--- src/rtl/mem_stage_pkg.sv ---
// Shared types for the memory stage: control word, memop encoding, FSM state codes
// and the byte-enable / alignment helpers.
package mem_stage_pkg;

    localparam int RVGA_XLEN = 32;

    typedef enum logic [2:0] {
        MEM_LB,
        MEM_LH,
        MEM_LW,
        MEM_LBU,
        MEM_LHU,
        MEM_SB,
        MEM_SH,
        MEM_SW
    } rvga_memop;

    typedef struct packed {
        logic [RVGA_XLEN-1:0] pc;
        logic [4:0]           rd_addr;
        logic                 rd_wen;
        logic                 mem_read;
        logic                 mem_write;
        rvga_memop            memop;
        logic [RVGA_XLEN-1:0] rd_data;   // ALU result / effective address
        logic [RVGA_XLEN-1:0] rs2_data;  // store data
    } rvga_cword;

    typedef logic [1:0] mem_state;

    localparam mem_state ST_IDLE = 2'd0;
    localparam mem_state ST_WAIT = 2'd1;
    localparam mem_state ST_DONE = 2'd2;

    // Halfword lanes use addr[1] only and words ignore the low bits entirely.
    function automatic logic [3:0] byte_en(rvga_memop op, logic [1:0] a);
        logic [3:0] be;
        case (op)
            MEM_LB, MEM_LBU, MEM_SB: be = 4'b0001 << a;
            MEM_LH, MEM_LHU, MEM_SH: be = 4'b0011 << {a[1], 1'b0};
            default:                 be = 4'hF;
        endcase
        return be;
    endfunction

    function automatic logic misaligned(rvga_memop op, logic [1:0] a);
        logic m;
        case (op)
            MEM_LH, MEM_LHU, MEM_SH: m = a[0];
            MEM_LW, MEM_SW:          m = |a;
            default:                 m = 1'b0;
        endcase
        return m;
    endfunction

endpackage

--- src/rtl/mem_stage_load_align.sv ---
// load_align: picks the addressed byte/halfword/word out of the read data and
// sign- or zero-extends it according to the load type.
module load_align
    import mem_stage_pkg::*;
#(
    parameter int XLEN = RVGA_XLEN
) (
    input  logic [XLEN-1:0] rdata_i,
    input  rvga_memop       memop_i,
    input  logic [1:0]      addr_lo_i,
    output logic [XLEN-1:0] data_o
);

    logic [7:0]  lane_b;
    logic [15:0] lane_h;

    assign lane_b = rdata_i[{addr_lo_i, 3'b000} +: 8];
    assign lane_h = addr_lo_i[1] ? rdata_i[16 +: 16] : rdata_i[0 +: 16];

    always_comb begin
        data_o = '0;
        case (memop_i)
            MEM_LB:  data_o = {{(XLEN-8){lane_b[7]}}, lane_b};
            MEM_LBU: data_o = {{(XLEN-8){1'b0}}, lane_b};
            MEM_LH:  data_o = {{(XLEN-16){lane_h[15]}}, lane_h};
            MEM_LHU: data_o = {{(XLEN-16){1'b0}}, lane_h};
            MEM_LW:  data_o = rdata_i;
            default: data_o = '0;
        endcase
    end

endmodule

--- src/rtl/mem_stage.sv ---
// Pipeline memory stage: issues loads/stores on the dmem req/ack port and merges load
// data into the writeback control word. Optional feature: RVGA_MISALIGN_TRAP_EN.
module mem_stage
    import mem_stage_pkg::*;
#(
    parameter int XLEN        = RVGA_XLEN,
    parameter int ACK_TIMEOUT = 255
) (
    input  logic            clk,
    input  logic            rst_n,
    input  logic            stall_in,
    input  rvga_cword       ex_mem_cword,
    output rvga_cword       mem_wb_cword,
    output logic            stall_out,
    output logic            dmem_req,
    output logic            dmem_we,
    output logic [XLEN-1:0] dmem_addr,
    output logic [XLEN-1:0] dmem_wdata,
    output logic [3:0]      dmem_be,
    input  logic            dmem_ack,
    input  logic [XLEN-1:0] dmem_rdata,
    output logic            dmem_err,
    output logic            misalign_err
);

    localparam int             CW  = $clog2(ACK_TIMEOUT + 1);
    localparam logic [CW-1:0]  TMO = CW'(ACK_TIMEOUT);

    mem_state        state_q, state_d;
    rvga_cword       cw_q, cw_d;
    rvga_cword       wb_q, wb_d;
    logic [XLEN-1:0] res_q, res_d;
    logic [CW-1:0]   cnt_q, cnt_d, cnt_inc;
    logic            req_q, req_d;
    logic            we_q, we_d;
    logic [XLEN-1:0] addr_q, addr_d;
    logic [XLEN-1:0] wdata_q, wdata_d;
    logic [3:0]      be_q, be_d;
    logic            err_q, err_d;

    logic            is_mem;
    logic            mis;
    logic            mis_evt;
    logic [XLEN-1:0] st_data;
    logic [XLEN-1:0] ld_data;

    assign is_mem  = ex_mem_cword.mem_read | ex_mem_cword.mem_write;
    assign cnt_inc = cnt_q + CW'(1);

`ifdef RVGA_MISALIGN_TRAP_EN
    assign mis = misaligned(ex_mem_cword.memop, ex_mem_cword.rd_data[1:0]);
`else
    assign mis = 1'b0;
`endif

    assign mis_evt = (state_q == ST_IDLE) && is_mem && mis;

    // Store data is replicated across every lane so the byte enables alone pick the target.
    always_comb begin
        st_data = ex_mem_cword.rs2_data;
        case (ex_mem_cword.memop)
            MEM_SB:  st_data = {(XLEN/8){ex_mem_cword.rs2_data[7:0]}};
            MEM_SH:  st_data = {(XLEN/16){ex_mem_cword.rs2_data[15:0]}};
            default: st_data = ex_mem_cword.rs2_data;
        endcase
    end

    load_align #(.XLEN(XLEN)) u_load_align (
        .rdata_i   (dmem_rdata),
        .memop_i   (cw_q.memop),
        .addr_lo_i (cw_q.rd_data[1:0]),
        .data_o    (ld_data)
    );

    always_comb begin
        state_d = state_q;
        cw_d    = cw_q;
        wb_d    = wb_q;
        res_d   = res_q;
        cnt_d   = cnt_q;
        req_d   = req_q;
        we_d    = we_q;
        addr_d  = addr_q;
        wdata_d = wdata_q;
        be_d    = be_q;
        err_d   = 1'b0;
        case (state_q)
            ST_IDLE: begin
                if (is_mem) begin
                    // Execute is frozen by stall_out, but it moves on in DONE, so keep a copy.
                    cw_d  = ex_mem_cword;
                    cnt_d = '0;
                    if (mis_evt) begin
                        res_d       = '0;
                        cw_d.rd_wen = 1'b0;
                        state_d     = ST_DONE;
                    end else begin
                        req_d   = 1'b1;
                        we_d    = ex_mem_cword.mem_write;
                        addr_d  = {ex_mem_cword.rd_data[XLEN-1:2], 2'b00};
                        wdata_d = st_data;
                        be_d    = byte_en(ex_mem_cword.memop, ex_mem_cword.rd_data[1:0]);
                        state_d = ST_WAIT;
                    end
                end else if (!stall_in) begin
                    wb_d = ex_mem_cword;
                end
            end
            ST_WAIT: begin
                if (dmem_ack) begin
                    res_d   = ld_data;
                    req_d   = 1'b0;
                    state_d = ST_DONE;
                end else if (cnt_inc == TMO) begin
                    res_d   = '0;
                    req_d   = 1'b0;
                    err_d   = 1'b1;
                    state_d = ST_DONE;
                end else begin
                    cnt_d = cnt_inc;
                end
            end
            ST_DONE: begin
                if (!stall_in) begin
                    wb_d = cw_q;
                    if (cw_q.mem_read) wb_d.rd_data = res_q;
                    state_d = ST_IDLE;
                end
            end
            default: state_d = ST_IDLE;
        endcase
    end

    always_ff @(posedge clk) begin
        if (!rst_n) begin
            state_q <= ST_IDLE;
            cw_q    <= '0;
            wb_q    <= '0;
            res_q   <= '0;
            cnt_q   <= '0;
            req_q   <= 1'b0;
            we_q    <= 1'b0;
            addr_q  <= '0;
            wdata_q <= '0;
            be_q    <= '0;
            err_q   <= 1'b0;
        end else begin
            state_q <= state_d;
            cw_q    <= cw_d;
            wb_q    <= wb_d;
            res_q   <= res_d;
            cnt_q   <= cnt_d;
            req_q   <= req_d;
            we_q    <= we_d;
            addr_q  <= addr_d;
            wdata_q <= wdata_d;
            be_q    <= be_d;
            err_q   <= err_d;
        end
    end

`ifdef RVGA_MISALIGN_TRAP_EN
    logic mis_q;
    always_ff @(posedge clk) begin
        if (!rst_n) mis_q <= 1'b0;
        else        mis_q <= mis_evt;
    end
    assign misalign_err = mis_q;
`else
    assign misalign_err = 1'b0;
`endif

    assign stall_out    = (state_q == ST_WAIT) || ((state_q == ST_IDLE) && is_mem);
    assign mem_wb_cword = wb_q;
    assign dmem_req     = req_q;
    assign dmem_we      = we_q;
    assign dmem_addr    = addr_q;
    assign dmem_wdata   = wdata_q;
    assign dmem_be      = be_q;
    assign dmem_err     = err_q;

endmodule
--- config.mk ---
export PLATFORM = sky130hd
export DESIGN_NAME = mem_stage
export DESIGN_NICKNAME = d
export VERILOG_FILES = /design/src/rtl/mem_stage_pkg.sv /design/src/rtl/mem_stage_load_align.sv /design/src/rtl/mem_stage.sv
export SDC_FILE = /design/constraint.sdc
export NUM_CORES = 1
export LEC_CHECK = 0
export CORE_MARGIN = 4
export CORE_UTILIZATION = 45
export DETAILED_ROUTE_END_ITERATION = 8
export GPL_ROUTABILITY_DRIVEN = 0
export MAX_ROUTING_LAYER = met4
export PLACE_DENSITY = 0.74
export SLEW_MARGIN = 40
export SYNTH_ARGS = -nofsm -noshare
export SYNTH_HDL_FRONTEND = slang
export SYNTH_SLANG_ARGS = --single-unit
--- constraint.sdc ---
create_clock -name clk -period 2.1 [get_ports clk]
set_input_delay 0.42 -clock clk [delete_from_list [all_inputs] [get_ports clk]]
set_output_delay 0.42 -clock clk [all_outputs]
set_load 0.1 [all_outputs]
# [Word-level counts from Yosys, hierarchy flattened]
# Index checks and enable logic that the tools add are counted.
# W data, S select, Z words.
[totals] register_bits=324 latchBits=0 output_inout_bits=180 romBits=0 ram_bits=0 mem_count=0
[op_classes] order_cmp=0 n_reduce_logical=17 add_sub_neg=1 muxes=25 shifts=3 div=0 bitwise=3 mul=0 n_eq_ne=19
[ops] op="$mux W107" n=3
[ops] op="$pmux W107 S2" n=1
[ops] op="$pmux W32 S5" n=1
[ops] op="$mux W32" n=3
[ops] op="$pmux W32 S2" n=1
[ops] op="$shiftx A32 B6 Y8" n=1
[ops] op="$mux W8" n=3
[ops] op="$mux W16" n=1
[ops] op="$pmux W8 S2" n=1
[ops] op="$eq A3 B3 Y1 const B" n=4
[ops] op="$ne A2 B2 Y1 const B" n=6
[ops] op="$eq A3 B2 Y1 const B" n=3
[ops] op="$reduce_or A3 Y1" n=3
[ops] op="$add A8 B1 Y8 const B" n=1
[ops] op="$eq A8 B8 Y1 const B" n=1
[ops] op="$mux W2" n=4
[ops] op="$pmux W4 S2" n=1
[ops] op="$reduce_and A4 Y1" n=2
[ops] op="$eq A3 B1 Y1 const B" n=2
[ops] op="$logic_not A3 Y1" n=2
[ops] op="$pmux W2 S3" n=1
[ops] op="$reduce_and A3 Y1" n=2
[ops] op="$reduce_bool A2 Y1" n=3
[ops] op="$mux W1" n=4
[ops] op="other kinds (12)" n=14

# [Longest topological paths before layout]
# Gate-level depths: netlist of run 1.
[logic_depth] depth_word=5 depth_mapped=8 ltp_nobuf=7

# [Hierarchy]
# A second synthesis of run 1 with hierarchy kept.
[unflattened] cells_unflattened=1527 area_unflattened_um2=12468.2
[modules_own_cells] module="mem_stage" area_each_um2=11733.8 cells_each=1447 instances=1
[modules_own_cells] module="load_align" area_each_um2=734.5 cells_each=80 instances=1

# [Least setup slack after synthesis of run 1]
# No wires, ideal clock.
[synth_timing] kind="register to output" startpoint="register state_q[0]" endpoint="output port stall_out" path_stages_with_launch=4 arrival_time_ns=1.751 path_buffers=1 path_slack_ns=-0.071 t_required_ns=1.680 path_cell_list="dfxtp_1 > buf_2 > nor3_1 > nor2_1"
[synth_via] elab_chain_len=3 elab_cells_between_ends=4
[synth_rtl] item="from (decl)" line="mem_stage.sv:29" text="mem_state state_q, state_d;"
[synth_rtl] item="from (signal assigned)" line="mem_stage.sv:148" text="state_q <= state_d;"
[synth_rtl] item="$logic_not A2 Y1" line="mem_stage.sv:173" text="assign stall_out = (state_q == ST_WAIT) || ((state_q == ST_IDLE) && is_mem);"
[synth_rtl] item="$logic_and A1 B1 Y1" line="mem_stage.sv:173"
[synth_rtl] item="$logic_or A1 B1 Y1 (*)" line="mem_stage.sv:173"
[synth_rtl] item="to (decl)" line="mem_stage.sv:14" text="output logic stall_out,"
# Every way passes the cells marked *; elsewhere a longest branch is shown, timed or not.

# [Worst setup path in the final report of run 1]
[layout_timing] startpoint="register cnt_q[0]" endpoint="register res_q[27]"
[layout_via] elab_chain_len=4
[layout_rtl] item="from (decl)" line="mem_stage.sv:33" text="logic [CW-1:0] cnt_q, cnt_d, cnt_inc;"
[layout_rtl] item="from (signal assigned)" line="mem_stage.sv:152" text="cnt_q <= cnt_d;"
[layout_rtl] item="$add A8 B1 Y8" line="mem_stage.sv:48" text="assign cnt_inc = cnt_q + CW'(1);"
[layout_rtl] item="$eq A8 B8 Y1" line="mem_stage.sv:114" text="end else if (cnt_inc == TMO) begin"
[layout_rtl] item="$reduce_bool A2 Y1 (no line)"
[layout_rtl] item="$reduce_and A2 Y1 (no line)"
[layout_rtl] item="to (signal assigned)" line="mem_stage.sv:151" text="res_q <= res_d;"
[layout_rtl] item="to (decl)" line="mem_stage.sv:32" text="logic [XLEN-1:0] res_q, res_d;"
# No other way between the ends.
# A chain may end at the register's enable or synchronous reset.

==> results.md, run 1 <==
- Status: finished with violations
- Failing checks: negative setup slack
- Hold Path Depth: 4
- Worst Hold Class: input port to register
- Hold Startpoint: rst_n
- Post-Syn Area per Cell: 8.24 µm²
- Reg power frac: a little over a third
- GR Util met3: 5.29%
- Crit path buf inv count: 1
- Worst EP arrival: 2.54 ns
- Setup TNS: -0.0160 ns
- WP depth: 8
- Fillers: between 2000 and 2500
- Seq/Total Area, Yosys: ~45%
- Routing usage on met1: 33.4%
- Setup violations, final: 5
- Post-CTS Hold Fix Bufs: 0
- R2r setup slk: -0.006 ns
- Synthesized flop and latch total: 286
- Final antenna-violating net count: 0
- Layout Skew: roughly 0.0084 ns
- Grt ovf: 0
- Critical Path RT: 2.53 ns
- Sw Ratio: 35.9%
- Placed instance area: around 16000 µm²
- Initial antenna violation count: 2
- Vias in the first global route: between 10000 and 15000
- Reg2Reg Launch Point: cnt_q[0]
- Die area: 31000 µm²
- Max H-tree Level: 1
- Synth async-reset ratio: 0%
- Dpl hpwl: 28900 µm
- Family with the most delay on the worst path: compound AO/OA/AOI/OAI gates
- Min cycle time layout: between 2 and 2.5 ns
- CTS Sinks: 286
- Max FO, Critical Path: 25
- Vias per cell: 5.47
- First-pass GRT wire length: 63600 µm
- Die Y: 176 µm
- DR vias: 12100
- DRT Pass-1 Iters: 5
- CTS Root Cell: clkbuf_16
- Total GRT Usage: 25.8%
- Fin Hold WS: 0.422 ns
- Total CTS buffers: 31
- Yosys warnings: 0
- DIE WIDTH: between 150 and 200 µm
- Clock power frac: 34.2%
- Crit-path cells: ha_4 -> nand3_2 -> or3_4 -> a22oi_2 -> a211o_2 -> o21ai_2 -> buf_12 -> a221o_1
- Starting Density: 45.7%
- Final core utilization: 62.0%
- Final wirelength: 40800 µm
- Final hold violations: 0
- Worst path slowest cell: or3_4
- Comb pwr share: between 20% and 30%
- Startpoint Class: register
- Pwr per Cell Area: 996 nW/µm²
- Measured slew at the worst slew-check pin: 0.730 ns
- Fin crit share: 100%
- Post-synth EDFFs: 0
- Port buffer count: 319
- Row Count: 61
- Worst-Skew Late Latency: 0.55 ns
- Setup ws final: -0.00633 ns
- Worst VDD drop: 0.000553 V
- Post-Synthesis Cells: 1542
- Finished Cell Area: 17200 µm²
- Core area: around 28000 µm²
- GRT met2 Usage: approximately two fifths
- DRC Markers: 0
- WL/cell: about 18 µm
- Worst r2r path cells: 8
- Main flop type after synthesis: dfxtp_1
- Crit Reg-Reg Endpoint: res_q[27]
- Synthesis-to-finish area growth: 35.6%
- Clk pin slew, worst setup/hold paths: about 0.060 ns
- Max stage delay on crit path: 0.38 ns
- Fmax: 475 MHz
- Share of cells above drive strength 1: 19.2%
- CTS tree: yes
- Synthesized area: 12700 µm²
- Pre-CTS WS: -0.238 ns
- Maximum clock path buffer count: 3
- Grt peak-use layer: met2
- I/O pin count: 323
- Initial DRC count: 889
- Critical setup path kind: register to register
- Slew headroom: 51.3%
- Largest net degree at the start of global routing: 122
- CP endpoint kind: register
- P_int: 11.0 mW
- Max-Cap Viols: 0
- Crit path from: cnt_q[0]
- Unrepaired setup endpoints after global routing: yes
- Fin. max-slew vios: 0
- LEAKAGE: 7.16 nW
- Endpoint, Worst Hold: cnt_q[6]
- Synth cell types: 57
- Total net switching power: slightly above 6 mW
- Final net count: ~2000
-- sequential cells by signal, indices dropped and copies added (netlist names) --
register,count
dmem_req,1
cw_q,105
dmem_be,4
res_q,32
dmem_err,1
dmem_wdata,24
dmem_we,1
dmem_addr,1
state_q,2
cnt_q,8
mem_wb_cword,107
-- kinds of logic (layout without fill, tap and decap cells) --
kind of cell / Yosys count / count (layout) / synth area share, %
and+or+nand+nor: 644 / 644 / 20.5
AOI/OAI and AO/OA: 375 / 375 / 23.0
DFF: 286 / 286 / 45.1
buffers and inverters: 176 / 471 / 6.63
muxes: 55 / 55 / 4.42
xor gates and xnor gates: 3 / 3 / 0.207
adders and majority gates: 2 / 2 / 0.197
other: 1 / 5 / 0.0295
-- cells in the final DEF, fill, tap and decap left out, drive strengths merged, types with 3 or more instances in the layout --
| cell | count |
|---|---|
| nor2b | 15 |
| a21oi | 50 |
| a221o | 18 |
| nand2b | 6 |
| bufinv | 6 |
| a22oi | 10 |
| o21ai | 11 |
| o211ai | 32 |
| a31oi | 7 |
| a311oi | 56 |
| clkinv | 8 |
| inv | 3 |
| nor3 | 8 |
| mux2 | 9 |
| a21boi | 116 |
| nor2 | 82 |
| o2bb2ai | 16 |
| conb | 3 |
| o211a | 27 |
| xnor2 | 3 |
| clkbuf | 44 |
| nand2 | 487 |
| a222oi | 7 |
| mux2i | 46 |
| clkdlybuf4s50 | 141 |
| nand3 | 23 |
| a211o | 3 |
| buf | 269 |
| dfxtp | 286 |
| a221oi | 14 |
| and2 | 7 |
-- final cells by class --
cell class	instances	area, µm²	share of cell area (%)
timing repair buffer	410	3670	21.3
sequential	286	5730	33.3
inverter	4	16.3	0.0944
antenna	2	5.00	0.0291
clock buffer	44	885	5.14
multi-input combinational	1082	6230	36.2
clock inverter	13	215	1.25
tap	378	473	2.75
-- worst min-delay path, stage by stage --
cell	delay, ns
buf_4	0.14
buf_4	0.24
nand2_1	0.09
nor2_1	0.03
-- cell usage after synthesis (2+ instances only) --
cell type / instances / area, µm²
a211o_1: 2 / 17.5
a21bo_2: 2 / 20.0
a21boi_0: 114 / 856
a21boi_1: 2 / 15.0
a21oi_1: 50 / 250
a221o_1: 18 / 180
a221oi_1: 14 / 123
a222oi_1: 7 / 70.1
a22oi_1: 9 / 67.6
a311oi_1: 56 / 490
a31oi_1: 7 / 43.8
and2_1: 7 / 43.8
and3_1: 2 / 12.5
and3b_1: 2 / 17.5
and4_1: 2 / 17.5
buf_1: 8 / 30.0
buf_2: 10 / 50.1
buf_4: 41 / 308
buf_6: 2 / 22.5
clkbuf_1: 111 / 417
dfxtp_1: 286 / 5730
ha_1: 2 / 25.0
inv_1: 3 / 11.3
mux2_2: 9 / 101
mux2i_1: 46 / 460
nand2_1: 487 / 1830
nand2b_1: 6 / 37.5
nand3_1: 22 / 110
nor2_1: 81 / 304
nor2b_1: 15 / 93.8
nor3_1: 8 / 40.0
nor3b_1: 2 / 15.0
nor4bb_1: 2 / 20.0
o211a_1: 27 / 270
o211ai_1: 32 / 240
o21ai_0: 7 / 35.0
o21ai_1: 3 / 15.0
o2bb2ai_1: 16 / 140
or3_1: 2 / 12.5
xnor2_1: 3 / 26.3
-- per-stage QoR --
| step | total power, mW | cells |
|---|---|---|
| floorplan | 9.87 | 1544 |
| global placement | 11.3 | 2159 |
| detailed placement | 11.4 | 2159 |
| CTS | 17.2 | 2216 |
| global route | 17.8 | 2219 |
| finish | 17.2 | 2219 |
-- how the worst max path moves through the flow --
stage                      to
finish              res_q[27]
global route        res_q[25]
CTS                 res_q[19]
detailed placement  res_q[12]
global placement    res_q[10]
floorplan           res_q[27]
-- power by group through the flow --
| stage | Sequential, mW | Clock [mW] | Combinational (mW) |
|---|---|---|---|
| floorplan | 7.77 | 0 | 2.11 |
| global placement | 6.32 | 0 | 5.00 |
| detailed placement | 6.33 | 0 | 5.05 |
| CTS | 6.22 | 5.95 | 5.07 |
| global route | 6.28 | 6.18 | 5.34 |
| finish | 6.23 | 5.87 | 5.06 |
-- per-layer routing --
layer  share of wire, %  up-vias
met2                 46      479
li1                   -     5843
met1                 43     5730
met4                3.4        0
met3                7.7       76
met5                  0        -
-- what timing repair did --
| item | in CTS | in global routing |
|---|---|---|
| gates resized for setup | 1 | 6 |
| setup endpoints to repair | 9 | 30 |
| pin swaps | 1 | 1 |
| buffers inserted | 0 | 1 |
(Power assumes the default switching activity.)
==> inputs of run 2 (changes only) <==
--- a/config.mk
+++ b/config.mk
@@ -5,12 +5,14 @@
 export SDC_FILE = /design/constraint.sdc
 export NUM_CORES = 1
 export LEC_CHECK = 0
+export ABC_AREA = 1
 export CORE_MARGIN = 4
-export CORE_UTILIZATION = 45
+export CORE_UTILIZATION = 44
 export DETAILED_ROUTE_END_ITERATION = 8
 export GPL_ROUTABILITY_DRIVEN = 0
 export MAX_ROUTING_LAYER = met4
-export PLACE_DENSITY = 0.74
+export PLACE_DENSITY = 0.73
+export RECOVER_POWER = 100
 export SLEW_MARGIN = 40
 export SYNTH_ARGS = -nofsm -noshare
 export SYNTH_HDL_FRONTEND = slang
==> run 2 against run 1 <==
- the flow now finishes without violations
- synthesized cell count rose by 11%
- cell count rose by 6.3%
- sequential share of layout area rose by 2.5 points
- critical endpoint is now stall_out
- non-clock buffer count fell by 42
- global-route usage fell by 0.42 points
- worst setup slack improved by 0.11 ns
- critical path depth fell by 3
- sequential power fell by 0.8%
- first-iteration DRC count rose by 16%
- combinational power fell by 12%
- fmax rose by 5.4%
==> results.md, run 2 <==
- Die area: 30900 µm² (-0.40%)
- Post-synth top cells: nand2_1 (363), dfxtp_1 (286), o21ai_0 (264)
- Largest net degree at the start of global routing: 77 (-37%)
- Max stage delay on crit path: 0.37 ns (about the same)
- Synth Area in Adders: 0.202% (+0.0053 points)
- Post-synthesis simple-gate area fraction: 21.8% (+1.3 points)
- CP endpoint kind: primary output
- Synthesized flop and latch total: 286 (unchanged)
- Post-Synthesis Cells: 1719 (+11%)
- Comb pwr share: 26.7% (-2.8 points)
- Clock power frac: 36.4% (+2.2 points)
- P_int: 10.7 mW (-2.5%)
- Max-Cap Viols: 0 (unchanged)
- Sw Ratio: 35.9% (about the same)
- Row Count: 61 (unchanged)
- Port buffer count: 319 (unchanged)
- Final hold violations: 0 (unchanged)
- Unrepaired setup endpoints after global routing: no
- Xor and xnor fraction of the mapped netlist area: 0.0708% (-0.14 points)
- Synth Area in Compound Gates: 23.0% (+0.044 points)
- Most frequent cells in the layout: nand2_1 (370), dfxtp_1 (284), o21ai_0 (264)
- WP depth: 5 (-3)
- Critical setup path kind: register to primary output
- Initial DRC count: 1032 (+16%)
- Sequential Area: 5730 µm² (unchanged)
- First-pass GRT wire length: 63100 µm (-0.82%)
- Multiplexer share of the synthesized area: 0% (-4.4 points)
- Most frequent CP cell: inv_2
- Maximum clock path buffer count: 3 (unchanged)
- Yosys warnings: 0 (unchanged)
- Reg power frac: 36.9% (+0.6 points)
- DR vias: 12600 (+4.2%)
- Finished Cell Area: 16000 µm² (-7.1%)
- Critical Path RT: 1.68 ns (-0.85 ns)
- Post-synth EDFFs: 0 (unchanged)
- Dpl hpwl: 27600 µm (-4.4%)
- Setup ws final: 0.102 ns (+0.108 ns)
- Commonest non-fill, non-tap cell in the layout: nand2_1
- Synth cell types: 33 (-42%)
- Layout Skew: 0.0192 ns (+0.0108 ns)
- Max H-tree Level: 1 (unchanged)
- Synth area leaders: dfxtp_1 (46%), nand2_1 (11%), o21ai_0 (11%)
- Die Y: 176 µm (-0.20%)
- Family with the most delay on the worst path: buffers and inverters
- Share of cells above drive strength 1: 16.1% (-3.1 points)
- CTS Root Cell: clkbuf_16
- Crit path buf inv count: 3 (+2)
- Pwr per Cell Area: 1050 nW/µm² (+5.0%)
- Post-Syn Area per Cell: 7.20 µm² (-13%)
- Vias in the first global route: 11600 (+0.49%)
- Placed instance area: 15300 µm² (-4.6%)
- Worst Hold Class: input port to register
- Hold Path Depth: 4 (unchanged)
- Worst EP arrival: 1.58 ns (-0.96 ns)
- Post-CTS Hold Fix Bufs: 0 (unchanged)
- Status: complete, no violations
- Fin crit share: 95.2% (-5.1 points)
- Total net switching power: 6.01 mW (-2.4%)
- CTS tree: yes
- DRT Pass-1 Iters: 6 (+1)
- Final wirelength: 40300 µm (-1.3%)
- Final core utilization: 57.6% (-4.4 points)
- Min cycle time layout: 2.00 ns (-0.108 ns)
- Count leader, synth: nand2_1
- Measured slew at the worst slew-check pin: 0.828 ns (+0.0974 ns)
- Area share of the largest cell type after synthesis: 46.3% (+1.2 points)
- Crit-path cells: inv_2 -> nor2_4 -> inv_2 -> nand2_2 -> buf_8
- Starting Density: 44.5% (-1.2 points)
- Max FO, Critical Path: 4 (-84%)
- CTS Sinks: 286 (unchanged)
- Synthesized area: 12400 µm² (-2.6%)
- Largest area contributor in the netlist: dfxtp_1
- Total CTS buffers: 31 (unchanged)
- Clk pin slew, worst setup/hold paths: 0.07 ns (about the same)
- Pre-CTS WS: -0.0743 ns (+0.163 ns)
- DRC Markers: 0 (unchanged)
- I/O pin count: 323 (unchanged)
- Fmax: 500 MHz (+5.4%)
- Setup violations, final: 0 (-5)
- Initial antenna violation count: 4 (+2)
- Vias per cell: 5.36 (-2.0%)
- WL/cell: 17.1 µm (-7.2%)
- Worst VDD drop: 0.000601 V (+8.8%)
- Worst-Skew Late Latency: 0.55 ns (about the same)
- Fillers: 2661 (+9.0%)
- Synthesis-to-finish area growth: 29.4%
- Total GRT Usage: 25.4% (-0.42 points)
- DIE WIDTH: 176 µm (-0.20%)
- Final antenna-violating net count: 0 (unchanged)
- Main flop type after synthesis: dfxtp_1
- Main combinational cell family by area after synthesis: compound AO/OA/AOI/OAI gates
- LEAKAGE: 6.84 nW (-4.5%)
- Footprint of the multi-input gates: 5610 µm² (-10%)
- Final net count: 2099 (+7.1%)
- Seq/Total Area, Yosys: 46.3% (+1.2 points)
- Worst r2r path cells: 7 (-1)
- Synth async-reset ratio: 0% (unchanged)
- Max FFs per register: 107 (unchanged)
- Slew headroom: 44.8% (-6.5 points)
- Fin. max-slew vios: 0 (unchanged)
- Grt ovf: 0 (unchanged)
- Startpoint Class: register
- Core area: 27800 µm² (unchanged)
- Worst path slowest cell: dfxtp_2
run 2: changes by cell type in the layout (fill, tap and decap cells not counted), moves of 114 or more:
| cell | before | now |
|---|---|---|
| a31oi_1 | 7 | 121 |
| nand2_1 | 487 | 370 |
| clkbuf_2 | 0 | 178 |
| buf_4 | 250 | 32 |
| o21ai_0 | 7 | 264 |
| a21boi_0 | 114 | 0 |
| nor2_1 | 80 | 262 |
run 2: worst register-to-register path: stages, from the launching register on:
cell,delay (ns)
dfxtp_4,0.38
nor2_4,0.09
inv_1,0.07
nor2_4,0.13
clkbuf_4,0.51
buf_4,0.38
o21ai_0,0.11
a21oi_1,0.17
run 2: routing by layer:
layer	part of all wire [%]	wire length (µm)	global-route usage [%]
met5	0	0	-
met4	2.4	948	6.24
met3	8.6	3450	5.36
met2	46	18400	39.8
met1	43	17500	33.9
run 2: cells by family (layout without fill, tap and decap cells):
kind of cell	after synthesis	in the layout
AOI/OAI and AO/OA	520	520
other	1	7
buffers and inverters	227	483
DFF	286	286
adders and majority gates	2	2
and+or+nand+nor	682	682
xor gates and xnor gates	1	1
run 2: path summary, 6_finish.rpt:
| path | start | slack, ns | to |
|---|---|---|---|
| max | state_q[0] | 0.10 | stall_out |
| min | rst_n | 0.39 | dmem_wdata[24] |
| max reg2reg | state_q[1] | 0.19 | dmem_wdata[20] |
| min reg2reg | cw_q[13] | 0.46 | cw_q[13] |
run 2: cell type report:
type,instances,area share [%]
tap,378,2.96
timing repair buffer,368,17.5
antenna,4,0.0625
sequential,286,35.8
multi-input combinational,1208,35.0
clock inverter,14,1.61
clock buffer,42,5.61
inverter,59,1.41
run 2: through the flow:
step / setup TNS (ns) / power, mW / hold slack [ns] / cells
2_1_floorplan: 0 / 9.66 / 0.435 / 1721
3_3_place_gp: -0.820 / 10.9 / 0.446 / 2298
3_5_place_dp: -3.13 / 10.9 / 0.453 / 2298
4_1_cts: 0 / 17.1 / 0.371 / 2354
5_1_grt: 0 / 17.4 / 0.397 / 2359
6_report: 0 / 16.7 / 0.394 / 2359
run 2: power groups by stage:
stage	logic [mW]	clock network, mW	registers, mW
6_report	4.46	6.10	6.18
5_1_grt	4.74	6.45	6.23
4_1_cts	4.67	6.20	6.18
3_5_place_dp	4.65	0	6.28
3_3_place_gp	4.61	0	6.28
2_1_floorplan	2.02	0	7.64
run 2: what timing repair did:
| item | CTS | global route |
|---|---|---|
| setup endpoints to repair | 1 | 43 |
| pin swaps | 0 | 3 |
| gates cloned | 0 | 0 |
| setup buffers | 0 | 1 |
| gates resized for setup | 4 | 8 |
